**src/rtl/fp_accum.sv**
```systemverilog
// Multi-cycle float32 frame accumulator: IDLE -> ALIGN -> ADD -> NORM -> ROUND, one sample per pass.
// Define FP_ACCUM_RNE_EN for round-to-nearest-even in ROUND; otherwise results are truncated.
module fp_accum #(
    parameter int unsigned ACC_LEN = 4,
    parameter int unsigned CNT_W   = 16
) (
    input  logic        clk,
    input  logic        rst_n,
    input  logic        clr,
    input  logic        in_valid,
    output logic        in_ready,
    input  logic [31:0] in_data,
    output logic        out_valid,
    output logic [31:0] acc_out,
    output logic        ovf
);
    localparam logic [31:0]      QNAN = 32'h7FC00000;
    localparam logic [CNT_W-1:0] LAST = CNT_W'(ACC_LEN - 1);

    typedef enum logic [2:0] {StIdle, StAlign, StAdd, StNorm, StRound} state_e;

    state_e           state;
    logic             ready;
    logic [31:0]      acc;
    logic [31:0]      x;
    logic [CNT_W-1:0] cnt;

    logic               spec_q;
    logic [31:0]        spec_val_q;
    logic               sign_q;
    logic               eff_sub_q;
    logic [7:0]         exp_a_q;
    logic [26:0]        sig_a_q;
    logic [26:0]        sig_b_q;
    logic [27:0]        sum_q;
    logic               zero_q;
    logic signed [9:0]  nexp_q;
    logic [26:0]        nmant_q;

    assign in_ready = ready;

    // ALIGN: specials, magnitude swap, exponent alignment of the smaller operand.
    logic        acc_nan, acc_inf, x_nan, x_inf;
    logic        al_spec;
    logic [31:0] al_spec_val;
    logic [30:0] mag_acc, mag_x;
    logic [31:0] op_a, op_b;
    logic [7:0]  ea, eb, d;
    logic [26:0] sa, sb, sb_sh, lost_mask;

    always_comb begin
        acc_nan = (acc[30:23] == 8'hFF) && (acc[22:0] != 23'h0);
        acc_inf = (acc[30:23] == 8'hFF) && (acc[22:0] == 23'h0);
        x_nan   = (x[30:23] == 8'hFF) && (x[22:0] != 23'h0);
        x_inf   = (x[30:23] == 8'hFF) && (x[22:0] == 23'h0);

        al_spec     = 1'b0;
        al_spec_val = 32'h0;
        if (acc_nan || x_nan || (acc_inf && x_inf && (acc[31] != x[31]))) begin
            al_spec     = 1'b1;
            al_spec_val = QNAN;
        end else if (acc_inf) begin
            al_spec     = 1'b1;
            al_spec_val = {acc[31], 8'hFF, 23'h0};
        end else if (x_inf) begin
            al_spec     = 1'b1;
            al_spec_val = {x[31], 8'hFF, 23'h0};
        end

        // Denormals flush to zero before the magnitude compare.
        mag_acc = (acc[30:23] == 8'h0) ? 31'h0 : acc[30:0];
        mag_x   = (x[30:23] == 8'h0) ? 31'h0 : x[30:0];
        if (mag_x > mag_acc) begin
            op_a = {x[31], mag_x};
            op_b = {acc[31], mag_acc};
        end else begin
            op_a = {acc[31], mag_acc};
            op_b = {x[31], mag_x};
        end

        ea = op_a[30:23];
        eb = op_b[30:23];
        sa = (ea != 8'h0) ? {1'b1, op_a[22:0], 3'b000} : 27'h0;
        sb = (eb != 8'h0) ? {1'b1, op_b[22:0], 3'b000} : 27'h0;
        d  = ea - eb;

        lost_mask = 27'h0;
        if (d >= 8'd27) begin
            sb_sh = {26'h0, |sb};
        end else begin
            lost_mask = (27'h1 << d) - 27'h1;
            sb_sh     = (sb >> d) | {26'h0, |(sb & lost_mask)};
        end
    end

    // ADD: a >= b in magnitude, so the subtraction never goes negative.
    logic [27:0] add_sum;
    always_comb begin
        if (eff_sub_q) begin
            add_sum = {1'b0, sig_a_q} - {1'b0, sig_b_q};
        end else begin
            add_sum = {1'b0, sig_a_q} + {1'b0, sig_b_q};
        end
    end

    // NORM: carry-out shifts right keeping sticky; otherwise leading-zero shift left.
    logic [4:0]        lzc;
    logic              nm_zero;
    logic [26:0]       nm_mant;
    logic signed [9:0] nm_exp;

    always_comb begin
        lzc = 5'd0;
        for (int i = 0; i < 27; i++) begin
            if (sum_q[i]) begin
                lzc = 5'(26 - i);
            end
        end
        nm_zero = (sum_q == 28'h0);
        if (sum_q[27]) begin
            nm_mant = {sum_q[27:2], sum_q[1] | sum_q[0]};
            nm_exp  = $signed({2'b00, exp_a_q}) + 10'sd1;
        end else begin
            nm_mant = sum_q[26:0] << lzc;
            nm_exp  = $signed({2'b00, exp_a_q}) - $signed({5'b00000, lzc});
        end
    end

    // ROUND: mantissa is nmant_q[26:3]; guard/round/sticky are nmant_q[2:0].
    logic [24:0]       rmant;
    logic signed [9:0] rexp;
    logic [31:0]       rd_val;
    logic              rd_ovf;

    always_comb begin
        rmant = {1'b0, nmant_q[26:3]};
        rexp  = nexp_q;
`ifdef FP_ACCUM_RNE_EN
        if (nmant_q[2] && (nmant_q[1] || nmant_q[0] || nmant_q[3])) begin
            rmant = rmant + 25'd1;
        end
        if (rmant[24]) begin
            rmant = rmant >> 1;
            rexp  = rexp + 10'sd1;
        end
`endif
        rd_ovf = 1'b0;
        if (spec_q) begin
            rd_val = spec_val_q;
        end else if (zero_q || (rexp <= 10'sd0)) begin
            rd_val = 32'h0;
        end else if (rexp >= 10'sd255) begin
            rd_val = {sign_q, 8'hFF, 23'h0};
            rd_ovf = 1'b1;
        end else begin
            rd_val = {sign_q, rexp[7:0], rmant[22:0]};
        end
    end

    always_ff @(posedge clk) begin
        if (!rst_n) begin
            state     <= StIdle;
            ready     <= 1'b1;
            acc       <= 32'h0;
            cnt       <= '0;
            acc_out   <= 32'h0;
            out_valid <= 1'b0;
            ovf       <= 1'b0;
        end else if (clr) begin
            state     <= StIdle;
            ready     <= 1'b1;
            acc       <= 32'h0;
            cnt       <= '0;
            out_valid <= 1'b0;
            ovf       <= 1'b0;
        end else begin
            out_valid <= 1'b0;
            // ovf of a finished frame is shown alongside out_valid, then dropped.
            if (out_valid) begin
                ovf <= 1'b0;
            end
            unique case (state)
                StIdle: begin
                    if (in_valid && ready) begin
                        state <= StAlign;
                        ready <= 1'b0;
                    end
                end
                StAlign: state <= StAdd;
                StAdd:   state <= StNorm;
                StNorm:  state <= StRound;
                StRound: begin
                    state <= StIdle;
                    ready <= 1'b1;
                    if (rd_ovf) begin
                        ovf <= 1'b1;
                    end
                    if (cnt == LAST) begin
                        acc_out   <= rd_val;
                        out_valid <= 1'b1;
                        acc       <= 32'h0;
                        cnt       <= '0;
                    end else begin
                        acc <= rd_val;
                        cnt <= cnt + CNT_W'(1);
                    end
                end
                default: begin
                    state <= StIdle;
                    ready <= 1'b1;
                end
            endcase
        end
    end

    // Datapath stage registers need no reset: the FSM alone decides what is consumed.
    always_ff @(posedge clk) begin
        case (state)
            StIdle: begin
                if (in_valid && ready) begin
                    x <= in_data;
                end
            end
            StAlign: begin
                spec_q     <= al_spec;
                spec_val_q <= al_spec_val;
                sign_q     <= op_a[31];
                eff_sub_q  <= op_a[31] ^ op_b[31];
                exp_a_q    <= ea;
                sig_a_q    <= sa;
                sig_b_q    <= sb_sh;
            end
            StAdd: begin
                sum_q <= add_sum;
            end
            StNorm: begin
                zero_q  <= nm_zero;
                nmant_q <= nm_mant;
                nexp_q  <= nm_exp;
            end
            default: ;
        endcase
    end

endmodule

```
**config.mk**
```make
export PLATFORM = sky130hd
export DESIGN_NAME = fp_accum
export DESIGN_NICKNAME = d
export VERILOG_FILES = /design/src/rtl/fp_accum.sv
export SDC_FILE = /design/constraint.sdc
export NUM_CORES = 1
export LEC_CHECK = 0
export CORE_ASPECT_RATIO = 2
export CORE_MARGIN = 3
export CORE_UTILIZATION = 36
export DETAILED_ROUTE_END_ITERATION = 16
export GPL_ROUTABILITY_DRIVEN = 0
export GPL_TIMING_DRIVEN = 0
export SYNTH_ARGS = -nofsm -noshare
export SYNTH_HDL_FRONTEND = slang
export SYNTH_SLANG_ARGS = --single-unit
export TNS_END_PERCENT = 10
```
**constraint.sdc**
```tcl
create_clock -name clk -period 13 [get_ports clk]
set_input_delay 2.6 -clock clk [delete_from_list [all_inputs] [get_ports clk]]
set_output_delay 2.6 -clock clk [all_outputs]
set_load 0.03 [all_outputs]
```
======== Word-level counts from Yosys, hierarchy flattened ========
Cells that the tools add are included.
operators by class
  multiply operators ...................... 0
  magnitude comparators ................... 4
  shift-type cells ........................ 3
  add/subtract/negate cells ............... 7
  bitwise logic cells ..................... 8
  multiplexer cells ....................... 56
  reduce and logical (&&, ||, !) cells .... 29
  eq/ne operators ......................... 9
  div/mod/pow operators ................... 0
operators with widths
  operator                 number
  $mux W32                 7
  $mux W5                  27
  $mux W31                 3
  $mux W27                 2
  $reduce_or A27 Y1        2
  $logic_not A23 Y1        2
  $reduce_bool A23 Y1      2
  $gt A31 B31 Y1           1
  $add A27 B27 Y28         1
  $logic_not A28 Y1        1
  $mux W28                 1
  $sub A27 B27 Y28         1
  $and A27 B27 Y27         1
  $or A27 B1 Y27           1
  $shl A1 B8 Y27 const A   1
  $shl A27 B5 Y26          1
  $shr A27 B8 Y27          1
  $sub A27 B1 Y27 const B  1
  $mux W26                 1
  $add A16 B1 Y16 const B  1
  $eq A16 B2 Y1 const B    1
  $eq A8 B8 Y1 const B     2
  $logic_not A8 Y1         2
  $mux W16                 1
  27 further kinds         52
word-level totals
  output and inout port bits .............. 35
  register bits ........................... 280
  latch bits .............................. 0
  input bits .............................. 36
  bits in writable memories ............... 0
  memory bits (read-only) ................. 0
  memories ................................ 0

======== Longest topological paths before layout ========
Gate-level depths: netlist of run 1.
  depth in word-level cells ............... 29
  gate-level depth with buffers ........... 28
  depth with buffers taken out ............ 24

======== Worst setup path before layout of run 1 ========
OpenSTA, ideal clock, no wires.
  path type ............................... input -> register
  start ................................... input in_valid
  end ..................................... register ready (netlist: in_ready)
  data arrival time ....................... 6.097 ns
  stages .................................. 3
  path slack .............................. 6.614 ns
  path buffers ............................ 0
  required time ........................... 12.711 ns
  cell sequence ........................... nand2_1 nor4_1 o21ai_0
on the way
  word-level cells in the longest chain between the ends .. 3
RTL lines
  element                      RTL line  text
  from (decl)                  10        input logic in_valid,
  $logic_and A1 B1 Y1          184       if (in_valid && ready) begin
  $ne A2 B2 Y1 (no line)       --
  $reduce_and A2 Y1 (no line)  --
  to (signal assigned)         186       ready <= 1'b0;
  to (signal assigned)         194       ready <= 1'b1;
  to (signal assigned)         210       ready <= 1'b1;
  to (decl)                    23        logic ready;
Every way passes these cells.
A chain may end at the register's enable or synchronous reset.

======== Worst setup path after layout of run 1 ========
  start ................................... register x[27]
  end ..................................... register sig_b_q[0], data pin
on the way
  word-level cells in the longest chain between the ends .. 11
RTL lines
  element                 RTL line  text
  from (decl)             25        logic [31:0] x;
  from (signal assigned)  221       x <= in_data;
  $logic_not A8 Y1        72        mag_x = (x[30:23] == 8'h0) ? 31'h0 : x[30:0];
  $mux W31 *              72
  $gt A31 B31 Y1          73        if (mag_x > mag_acc) begin
  $mux W32                73
  $sub A8 B8 Y8           85        d = ea - eb;
  $shl A1 B8 Y27          91        lost_mask = (27'h1 << d) - 27'h1;
  $sub A27 B1 Y27         91
  $and A27 B27 Y27        92        sb_sh = (sb >> d) | {26'h0, |(sb & lost_mask)};
  $reduce_or A27 Y1       92
  $or A27 B1 Y27          92
  $mux W1 *               88        if (d >= 8'd27) begin
  named net sb_sh[0]      49        logic [26:0] sa, sb, sb_sh, lost_mask;
  to (signal assigned)    231       sig_b_q <= sb_sh;
  to (decl)               34        logic [26:0] sig_b_q;
Mark *: on every way through the listed nets, which the timed path passes. The rest lies on a longest branch.

==> results of run 1 <==
## per-stage QoR
step           cells  utilization, %
2_1_floorplan   1828               -
3_3_place_gp    2448            39.8
3_5_place_dp    2458            40.1
4_1_cts         2498            41.7
5_1_grt         2498            41.7
6_report        2499            41.7
## layout make-up
type	instances	area, um2	share of cell area [%]
clock buffers	27	611	3.34
inverters	65	244	1.34
repair buffers	80	806	4.41
plain buffers	110	444	2.43
well taps	550	688	3.77
flip-flops and latches	244	6470	35.4
diodes	1	2.50	0.0137
multi-input cells	1409	8920	48.8
clock inverters	13	86.3	0.473
## routing by layer
layer / vias up / global-route usage [%] / share of wire (%)
met5: - / 0 / 0
met4: 0 / 19.4 / 10
met3: 260 / 2.88 / 4.9
met2: 700 / 43.9 / 52
met1: 6955 / 23.1 / 32
li1: 7011 / - / -
## sequential cells by signal, indices dropped and copies added, names as in the netlist, 3 cells and up
signal,cells
acc_out,32
spec_val_q,3
x,32
acc,32
sum_q,28
cnt,16
state,3
nexp_q,10
sig_b_q,27
exp_a_q,8
sig_a_q,24
nmant_q,23
## cells in the mapped netlist (20+ instances only)
| master | count | area, um2 |
|---|---|---|
| nand3_1 | 86 | 430 |
| a22oi_1 | 39 | 293 |
| nand2_1 | 191 | 717 |
| nor2_1 | 193 | 724 |
| inv_1 | 61 | 229 |
| dfxtp_1 | 86 | 1720 |
| ha_1 | 57 | 713 |
| nor4_1 | 32 | 200 |
| a21oi_1 | 102 | 510 |
| and3_1 | 20 | 125 |
| clkbuf_1 | 90 | 338 |
| edfxtp_1 | 158 | 4740 |
| xnor2_1 | 52 | 455 |
| a21boi_0 | 30 | 225 |
| a211oi_1 | 35 | 263 |
| and2_1 | 37 | 231 |
| xor2_1 | 25 | 219 |
| nor3_1 | 60 | 300 |
| o21ai_0 | 114 | 571 |
| mux2i_1 | 40 | 400 |
## placed cells by master (no fill, tap or decap), drive strengths merged, types with 39 or more instances in the layout
cell / count
nor3: 60
ha: 57
dfxtp: 86
inv: 64
nor2: 193
a21oi: 103
xnor2: 52
o21ai: 125
clkbuf: 117
nand3: 86
a22oi: 39
edfxtp: 158
clkdlybuf4s50: 70
nand2: 191
mux2i: 40
## how the worst min path moves through the flow
stage | endpoint | slack, ns | depth (start not counted)
after floorplan | cnt[1]$_SDFFE_PP0N_ | 0.46 | 2
after global placement | acc_out[6]$_SDFFE_PN0P_ | 0.45 | 2
after detailed placement | acc_out[31]$_SDFFE_PN0P_ | 0.46 | 2
after CTS | acc_out[31]$_SDFFE_PN0P_ | 0.47 | 2
after global routing | acc_out[31]$_SDFFE_PN0P_ | 0.49 | 2
final | acc_out[31]$_SDFFE_PN0P_ | 0.46 | 2
## worst max-delay path: cells and delay by family (launching register included)
kind / cells / cell delay [ns]
AO/OA/AOI/OAI: 9 / 1.98
XOR/XNOR: 1 / 0.98
adder cells (fa/ha/maj): 2 / 0.55
buffers and inverters: 3 / 0.58
flip-flops: 1 / 0.53
multiplexers: 1 / 0.32
AND/OR/NAND/NOR: 8 / 2.63
## kinds of logic (layout without fill, tap and decap cells)
| group | after synthesis | after routing | share of synthesized area (%) |
|---|---|---|---|
| and+or+nand+nor | 705 | 705 | 20.9 |
| AOI/OAI and AO/OA | 516 | 516 | 22.3 |
| DFF | 244 | 244 | 40.3 |
| buffers and inverters | 175 | 295 | 4.29 |
| xor gates and xnor gates | 77 | 77 | 4.20 |
| adders and majority gates | 63 | 63 | 4.88 |
| muxes | 48 | 48 | 3.19 |
| other | 0 | 1 | 0 |
## power breakdown
part           total (W)  internal [W]  switching (W)  leakage [nW]
registers       0.000868      0.000850      0.0000181          2.12
clock network   0.000637      0.000339       0.000297         0.340
logic           0.000380      0.000129       0.000251          3.82
==> results.json, run 1 <==
{
  "regToRegStartpoint": "x[27]$_DFFE_PP_",
  "port_buffers": 70,
  "clock_latency_ns": 0.55,
  "relSlewSlack_pct": 16.5,
  "rsz0062_at_grt": "no",
  "io_pins": 71,
  "critPathRequiredTime_ns": 13.18,
  "hold_ws_ns": 0.462,
  "fin_ws_ns": 5.05,
  "nFillCells": 4347,
  "die_h_um": 305,
  "place_area_um2": 17600,
  "final_area_um2": 18300,
  "yosys_warnings": 0,
  "hold_start": "acc_out[31]$_SDFFE_PN0P_",
  "fmax_ghz": 0.126,
  "critPathKind": "reg -> reg",
  "vdd_ir_drop_max_mv": 0.0795,
  "core_um2": 43800,
  "pre_cts_ws_ns": 5.49,
  "grt_pass1_vias": 15000,
  "globalRouteOverflowTotal": 0,
  "nNetsFinal": 2027,
  "cp-endpoint": "sig_b_q[0]$_DFFE_PP_",
  "drive_above_1_share_pct": 4.83,
  "synthCells": 1828,
  "vias": 14900,
  "tightest_slew_ns": 1.24,
  "final-setup-viol-count": 0,
  "worst_setup_path_start_kind": "register",
  "ys.flop_type": "edfxtp_1",
  "drt-total-wl_um": 57600,
  "place_hpwl_um": 45400,
  "wl_per_cell_um": 23.0,
  "post-route-period-util_pct": 61.2,
  "min_period_ns": 7.95,
  "finalHoldViolCount": 0,
  "cts_buffer_depth": 3,
  "numCtsBuffers": 23,
  "grt_start_max_net_pins": 36,
  "synth_area_um2": 16100,
  "rows": 108,
  "worst_path_max_delay_cell": "xnor2_1",
  "ys_seq_area_share_pct": 40.3,
  "cts.clk_slew.worst_paths_ns": 0.06,
  "status": "finished clean",
  "ys_types": 90,
  "cts_tree": "built",
  "avgSynthCellArea_um2": 8.78,
  "worst_ep_arrival_time_ns": 8.13,
  "htreeDepth": 1,
  "p_total_w": 0.00188,
  "vias_per_cell": 5.97,
  "clockRootBuffer": "clkbuf_16",
  "die-area_um2": 47300,
  "cts_sinks": 244,
  "max_stage_delay_ns": 0.98,
  "crit_start": "x[27]$_DFFE_PP_",
  "tns_ns": 0,
  "reg2reg_to": "sig_b_q[0]$_DFFE_PP_",
  "start_util_pct": 36.7,
  "drv_cap": 0,
  "grt_usage_pct": 23.8,
  "end_kind": "register",
  "p_leak_nw": 6.28,
  "area_growth_pct": 13.8,
  "syn-num-nets": 1922,
  "worst_clock_skew_ns": 0.0218,
  "synth_seq_cells": 244,
  "post_cts_buffers": 0,
  "antenna_found_initial": 0,
  "grt_first_pass_wirelength_um": 87000,
  "hold_buffers": 0,
  "cp_cell_sequence": "nor4_4 -> nand2_1 -> clkbuf_1 -> clkbuf_1 -> and2_1 -> ha_1 -> a21o_1 -> a21oi_1 -> nor2b_1 -> a211oi_1 -> a21boi_4 -> o31ai_1 -> mux2i_1 -> ha_1 -> inv_1 -> o221ai_2 -> a221oi_2 -> xnor2_1 -> nand2_1 -> nor3_1 -> a311oi_1 -> nor4_1 -> and4_1 -> a32oi_1",
  "die_w_um": 155,
  "drt_iter0_drc": 1373,
  "slew_violations": 0,
  "synth-edff-count": 158,
  "hold_class": "reg -> reg",
  "cp_max_fo": 10,
  "drtAntennaViolNets": 0,
  "ctsResizeCount": 0,
  "p_per_area_nw_per_um2": 103,
  "drc": 0,
  "rr_worst_depth": 24,
  "reg2reg_setup_slack_ns": 5.05,
  "dr.pass1.iters": 7,
  "synthArstFlopShare_pct": 0
}
Note: power is estimated with default switching activity, not from simulation.
==> run 2: changes to the inputs <==
==> constraint.sdc (replaced) <==
create_clock -name clk -period 7.95 [get_ports clk]
set_input_delay 1.59 -clock clk [delete_from_list [all_inputs] [get_ports clk]]
set_output_delay 1.59 -clock clk [all_outputs]
set_load 0.03 [all_outputs]
==> run 2 against run 1 <==
Net effect: sequential share of layout area about the same; critical path depth unchanged; critical path type unchanged; register-to-register slack worse by 4.6 ns; global-route usage is the same; hold slack about the same; highest routed layer unchanged; count of clock-buffer cells in the layout did not move; cell area is essentially flat; first-iteration DRC count rose by 2.9%; non-clock buffer count unchanged; fmax rose by 5.4%.
==> results.json, run 2 (synthesis gave the netlist of run 1 again) <==
{
  "start_util_pct": 36.7,
  "slew_violations": 0,
  "dr_wl_met3_um": 2940,
  "nNetsFinal": 2027,
  "worst_clock_skew_ns": 0.0207,
  "dr.pass1.iters": 12,
  "wl_met1_um": 18600,
  "cts.clk_slew.worst_paths_ns": 0.06,
  "drive_above_1_share_pct": 4.93,
  "cts_sinks": 244,
  "area_growth_pct": 13.8,
  "final_area_um2": 18300,
  "antenna_found_initial": 0,
  "ctsResizeCount": 0,
  "critPathBufInv": 5,
  "min_path_cells": 2,
  "vdd_ir_drop_max_mv": 0.130,
  "cts_buffer_depth": 3,
  "grt_pass1_vias": 15000,
  "final_cell_mix": "nor2_1, nand2_1, edfxtp_1",
  "io_pins": 71,
  "relSlewSlack_pct": 35.3,
  "tns_ns": 0,
  "nFillCells": 4343,
  "vias": 14900,
  "globalRouteOverflowTotal": 0,
  "die-area_um2": 47300,
  "worst_ep_arrival_time_ns": 7.80,
  "worst_setup_path_start_kind": "register",
  "hold_buffers": 0,
  "grt_usage_pct": 23.8,
  "min_period_ns": 7.55,
  "finish.utilization_pct": 41.7,
  "critPathRequiredTime_ns": 8.20,
  "hold_end": "acc_out[31]$_SDFFE_PN0P_",
  "port_buffers": 70,
  "cp_max_fo": 10,
  "drt_iter0_drc": 1413,
  "drv_cap": 0,
  "post-route-period-util_pct": 94.9,
  "hold_class": "reg -> reg",
  "grt_first_pass_wirelength_um": 87000,
  "crit_family": "compound AO/OA/AOI/OAI gates",
  "reg2reg_setup_slack_ns": 0.40,
  "p_leak_nw": 6.29,
  "p_per_area_nw_per_um2": 169,
  "layout_commonest_cell": "nor2_1",
  "die_w_um": 155,
  "drc": 0,
  "vias_per_cell": 5.96,
  "tightest_slew_ns": 0.961,
  "reg2reg_to": "sig_b_q[0]$_DFFE_PP_",
  "hold_start": "acc_out[31]$_SDFFE_PN0P_",
  "finalHoldViolCount": 0,
  "place_area_um2": 17600,
  "drt-total-wl_um": 57600,
  "top_layer": "met4",
  "cts_tree": "built",
  "worst_path_max_delay_cell": "edfxtp_1",
  "critPathKind": "reg -> reg",
  "core_um2": 43800,
  "rr_worst_depth": 24,
  "top_regs": "acc (32), acc_out (32), x (32)",
  "regToRegStartpoint": "x[26]$_DFFE_PP_",
  "wl_met2_um": 30000,
  "fmax_ghz": 0.133,
  "drtAntennaViolNets": 0,
  "cp_cell_sequence": "nor4_4 -> nand2_1 -> clkbuf_1 -> clkbuf_1 -> and2_1 -> ha_1 -> a21o_1 -> a21oi_1 -> nor2b_1 -> a211oi_1 -> a21boi_4 -> o31ai_1 -> buf_2 -> buf_1 -> clkbuf_1 -> nand3_1 -> o21ai_0 -> mux2i_1 -> mux2i_1 -> mux2i_1 -> o21ai_0 -> a221oi_1 -> and4_1 -> a32oi_1",
  "htreeDepth": 1,
  "n_antenna_cell": 0,
  "rows": 108,
  "end_kind": "register",
  "max_stage_delay_ns": 0.52,
  "place_hpwl_um": 45400,
  "p_total_w": 0.00308,
  "rsz0062_at_grt": "no",
  "post_cts_buffers": 0,
  "die_h_um": 305,
  "clock_latency_ns": 0.55,
  "status": "finished clean",
  "clockRootBuffer": "clkbuf_16",
  "wl_per_cell_um": 23.0,
  "grt_start_max_net_pins": 36,
  "numCtsBuffers": 23,
  "final-setup-viol-count": 0
}
==> run 2: changes by cell type in the layout (fill, tap and decap cells not counted) <==
cell | previous run | this run
a21oi_2 | 0 | 1
a21oi_1 | 102 | 101
xnor2_2 | 0 | 1
diode_2 | 1 | 0
xnor2_1 | 52 | 51
==> run 2: per-stage QoR <==
stage	hold slack (ns)	cells	worst slack [ns]
2_1_floorplan	0.463	1828	1.88
3_3_place_gp	0.453	2448	0.381
3_5_place_dp	0.460	2458	0.440
4_1_cts	0.470	2498	0.377
5_1_grt	0.492	2498	0.0166
6_report	0.462	2498	0.404
==> run 2: report_power, final <==
| part | switching (W) | total (W) | internal, W |
|---|---|---|---|
| clock | 0.000485 | 0.00104 | 0.000555 |
| sequential | 0.0000297 | 0.00142 | 0.00139 |
| combinational | 0.000412 | 0.000624 | 0.000212 |
| total | 0.000927 | 0.00308 | 0.00216 |
==> run 2: final cells by class <==
cell class | instances | area (um2) | area share [%]
flip-flops and latches | 244 | 6470 | 35.4
clock inverters | 13 | 86.3 | 0.472
well taps | 550 | 688 | 3.77
inverters | 65 | 244 | 1.33
plain buffers | 110 | 444 | 2.43
multi-input cells | 1409 | 8930 | 48.9
clock buffers | 27 | 611 | 3.34
repair buffers | 80 | 806 | 4.41
==> run 2: worst max-delay path by stage <==
stage / startpoint / to / slack (ns) / cells after the start
2_1_floorplan: acc[27]$_SDFFE_PP0N_ / sig_b_q[0]$_DFFE_PP_ / 1.88 / 26
3_3_place_gp: state[2]$_SDFFE_PP0P_ / sig_a_q[4]$_SDFFCE_PN0P_ / 0.38 / 2
3_5_place_dp: x[27]$_DFFE_PP_ / sig_b_q[0]$_DFFE_PP_ / 0.44 / 23
4_1_cts: x[27]$_DFFE_PP_ / sig_b_q[0]$_DFFE_PP_ / 0.38 / 23
5_1_grt: x[24]$_DFFE_PP_ / sig_b_q[0]$_DFFE_PP_ / 0.02 / 23
6_report: x[26]$_DFFE_PP_ / sig_b_q[0]$_DFFE_PP_ / 0.40 / 24
==> run 2: worst reg2reg max path, stage by stage, from the launching register on <==
cell	delay [ns]
edfxtp_1	0.52
nor4_4	0.48
nand2_1	0.23
clkbuf_1	0.25
clkbuf_1	0.31
and2_1	0.36
ha_1	0.36
a21o_1	0.16
a21oi_1	0.15
nor2b_1	0.06
a211oi_1	0.40
a21boi_4	0.19
o31ai_1	0.37
buf_2	0.30
buf_1	0.37
clkbuf_1	0.40
nand3_1	0.12
o21ai_0	0.25
mux2i_1	0.22
mux2i_1	0.36
mux2i_1	0.27
o21ai_0	0.27
a221oi_1	0.10
and4_1	0.23
a32oi_1	0.49
==> run 2: metal layers <==
layer	vias up	track usage [%]
met5	-	0
met1	6920	23.1
met3	252	2.88
met4	0	19.4
li1	7012	-
met2	709	43.9
==> run 3: changes to the inputs <==
--- a/config.mk
+++ b/config.mk
@@ -11,6 +11,7 @@
 export DETAILED_ROUTE_END_ITERATION = 16
 export GPL_ROUTABILITY_DRIVEN = 0
 export GPL_TIMING_DRIVEN = 0
+export SLEW_MARGIN = 20
 export SYNTH_ARGS = -nofsm -noshare
 export SYNTH_HDL_FRONTEND = slang
 export SYNTH_SLANG_ARGS = --single-unit
==> run 3 against run 2 <==
Net effect: sequential power barely moved; sequential share of layout area barely moved; clock power is essentially flat; wire length grew 0.56%; die area stayed put; setup slack worse by 0.078 ns; non-clock buffer count is 3 higher; cell area about the same; critical endpoint unchanged.
==> results.json, run 3 (synthesis gave the netlist of run 1 again) <==
{
  "p_per_area_nw_per_um2": 170,
  "regToRegStartpoint": "x[26]$_DFFE_PP_",
  "wl_per_cell_um": 23.1,
  "status": "finished clean",
  "critPathRequiredTime_ns": 8.19,
  "rr_worst_depth": 23,
  "drc": 0,
  "min_period_ns": 7.62,
  "finalHoldViolCount": 0,
  "die-area_um2": 47300,
  "grt_first_pass_wirelength_um": 86500,
  "htreeDepth": 1,
  "hold_ws_ns": 0.460,
  "place_area_um2": 17600,
  "cp.depth": 23,
  "relSlewSlack_pct": 37.7,
  "ff_latch_area_um2": 6470,
  "drv_cap": 0,
  "die_w_um": 155,
  "start_util_pct": 36.7,
  "cp_cell_sequence": "nor4_4 -> nand2_1 -> clkbuf_1 -> clkbuf_1 -> and2_1 -> ha_1 -> a21o_1 -> maj3_1 -> and3b_1 -> o311a_4 -> o31ai_1 -> buf_2 -> buf_1 -> clkbuf_1 -> nand3_1 -> o21ai_0 -> mux2i_1 -> mux2i_1 -> mux2i_1 -> o21ai_0 -> a221oi_1 -> and4_1 -> a32oi_1",
  "io_pins": 71,
  "finish.utilization_pct": 41.7,
  "drt_iter0_drc": 1373,
  "vias": 15000,
  "nNetsFinal": 2030,
  "clockRootBuffer": "clkbuf_16",
  "worst_clock_skew_ns": 0.0223,
  "crit_family": "compound AO/OA/AOI/OAI gates",
  "port_buffers": 70,
  "hold_class": "reg -> reg",
  "vias_per_cell": 5.99,
  "multi_input_area_um2": 8930,
  "grt_pass1_vias": 14900,
  "vdd_ir_drop_max_mv": 0.131,
  "place_hpwl_um": 45400,
  "slew_violations": 0,
  "reg2reg_to": "sig_b_q[0]$_DFFE_PP_",
  "clock_latency_ns": 0.55,
  "worst_path_max_delay_cell": "a32oi_1",
  "critPathKind": "reg -> reg",
  "crit_start": "x[26]$_DFFE_PP_",
  "max_stage_delay_ns": 0.54,
  "die_h_um": 305,
  "core_um2": 43800,
  "p_leak_nw": 6.29,
  "cts_sinks": 244,
  "post-route-period-util_pct": 95.9,
  "worst_setup_path_start_kind": "register",
  "tightest_slew_ns": 0.925,
  "fmax_ghz": 0.131,
  "antenna_found_initial": 2,
  "place_inst": 2461,
  "area_growth_pct": 13.8,
  "rsz0062_at_grt": "no",
  "drt-total-wl_um": 57900,
  "final_area_um2": 18300,
  "worst_ep_arrival_time_ns": 7.87,
  "tns_ns": 0,
  "top_regs": "acc (32), acc_out (32), x (32)",
  "drtAntennaViolNets": 0,
  "numCtsBuffers": 23,
  "stdcell_count": 2504,
  "cts_tree": "built",
  "cts_buffer_depth": 3,
  "grt_start_max_net_pins": 36,
  "dr.pass1.iters": 6,
  "cts.clk_slew.worst_paths_ns": 0.07,
  "drive_above_1_share_pct": 5.17,
  "rows": 108,
  "cp_max_fo": 10,
  "final_cell_mix": "nor2_1, nand2_1, edfxtp_1",
  "reg2reg_setup_slack_ns": 0.33,
  "end_kind": "register",
  "final-setup-viol-count": 0,
  "layout_commonest_cell": "nor2_1",
  "grt_usage_pct": 23.7,
  "cp-endpoint": "sig_b_q[0]$_DFFE_PP_",
  "globalRouteOverflowTotal": 0,
  "critPathBufInv": 5,
  "nFillCells": 4342
}
==> run 3: cell types whose count changed in the layout (fill, tap and decap cells not counted), sizes merged <==
cell,previous run,this run
buf,30,33
clkinvlp,2,4
diode,0,2
inv,64,63
==> run 3: how the worst min path moves through the flow <==
stage               slack (ns)                      from                  endpoint  cells past startpoint
detailed placement        0.46   acc_out[8]$_SDFFE_PN0P_   acc_out[8]$_SDFFE_PN0P_                      2
CTS                       0.47   acc_out[8]$_SDFFE_PN0P_   acc_out[8]$_SDFFE_PN0P_                      2
finish                    0.46   acc_out[8]$_SDFFE_PN0P_   acc_out[8]$_SDFFE_PN0P_                      2
global placement          0.45   acc_out[6]$_SDFFE_PN0P_   acc_out[6]$_SDFFE_PN0P_                      2
global route              0.49  acc_out[31]$_SDFFE_PN0P_  acc_out[31]$_SDFFE_PN0P_                      2
floorplan                 0.46       cnt[1]$_SDFFE_PP0N_       cnt[1]$_SDFFE_PP0N_                      2
==> run 3: repair_timing <==
item,4_1_cts,5_1_grt
setup buffers,0,0
resized for setup,0,1
hold endpoints to repair,0,0
endpoints found under the setup margin,0,1
hold buffers,0,0
==> run 3: power breakdown <==
part / switching [W] / internal [W] / total (W) / leakage (nW)
Combinational: 0.000414 / 0.000211 / 0.000625 / 3.83
Sequential: 0.0000293 / 0.00139 / 0.00142 / 2.12
Clock: 0.000513 / 0.000550 / 0.00106 / 0.335
Total: 0.000956 / 0.00215 / 0.00311 / 6.29
==> run 3: per-layer routing <==
metal  vias up  share of wire, %  track usage [%]
met3       268               4.9             2.68
met4         0                10             19.1
li1       7019                 -                -
met1      6976                33             22.8
met5         -                 0                0
met2       731                52             44.2
==> run 3: through the flow <==
step / power (W) / setup WS [ns]
finish: 0.00311 / 0.326
global route: 0.00322 / 0.0328
CTS: 0.00310 / 0.399
detailed placement: 0.00204 / 0.452
global placement: 0.00203 / 0.381
floorplan: 0.00184 / 1.88
==> run 3: layout make-up <==
cell class | instances | area share (%)
flip-flops and latches | 244 | 35.4
plain buffers | 110 | 2.43
well taps | 550 | 3.77
inverters | 65 | 1.34
diodes | 2 | 0.0274
clock buffers | 27 | 3.29
clock inverters | 14 | 0.541
repair buffers | 83 | 4.35
multi-input cells | 1409 | 48.9
==> run 3: worst register-to-register path, delay by kind of cell, from the launching register on <==
family / cells / cell delay (ns)
AO/OA/AOI/OAI: 7 / 2.08
adder cells (fa/ha/maj): 2 / 0.65
buffers and inverters: 5 / 1.63
flip-flops: 1 / 0.53
multiplexers: 3 / 0.86
AND/OR/NAND/NOR: 6 / 1.55
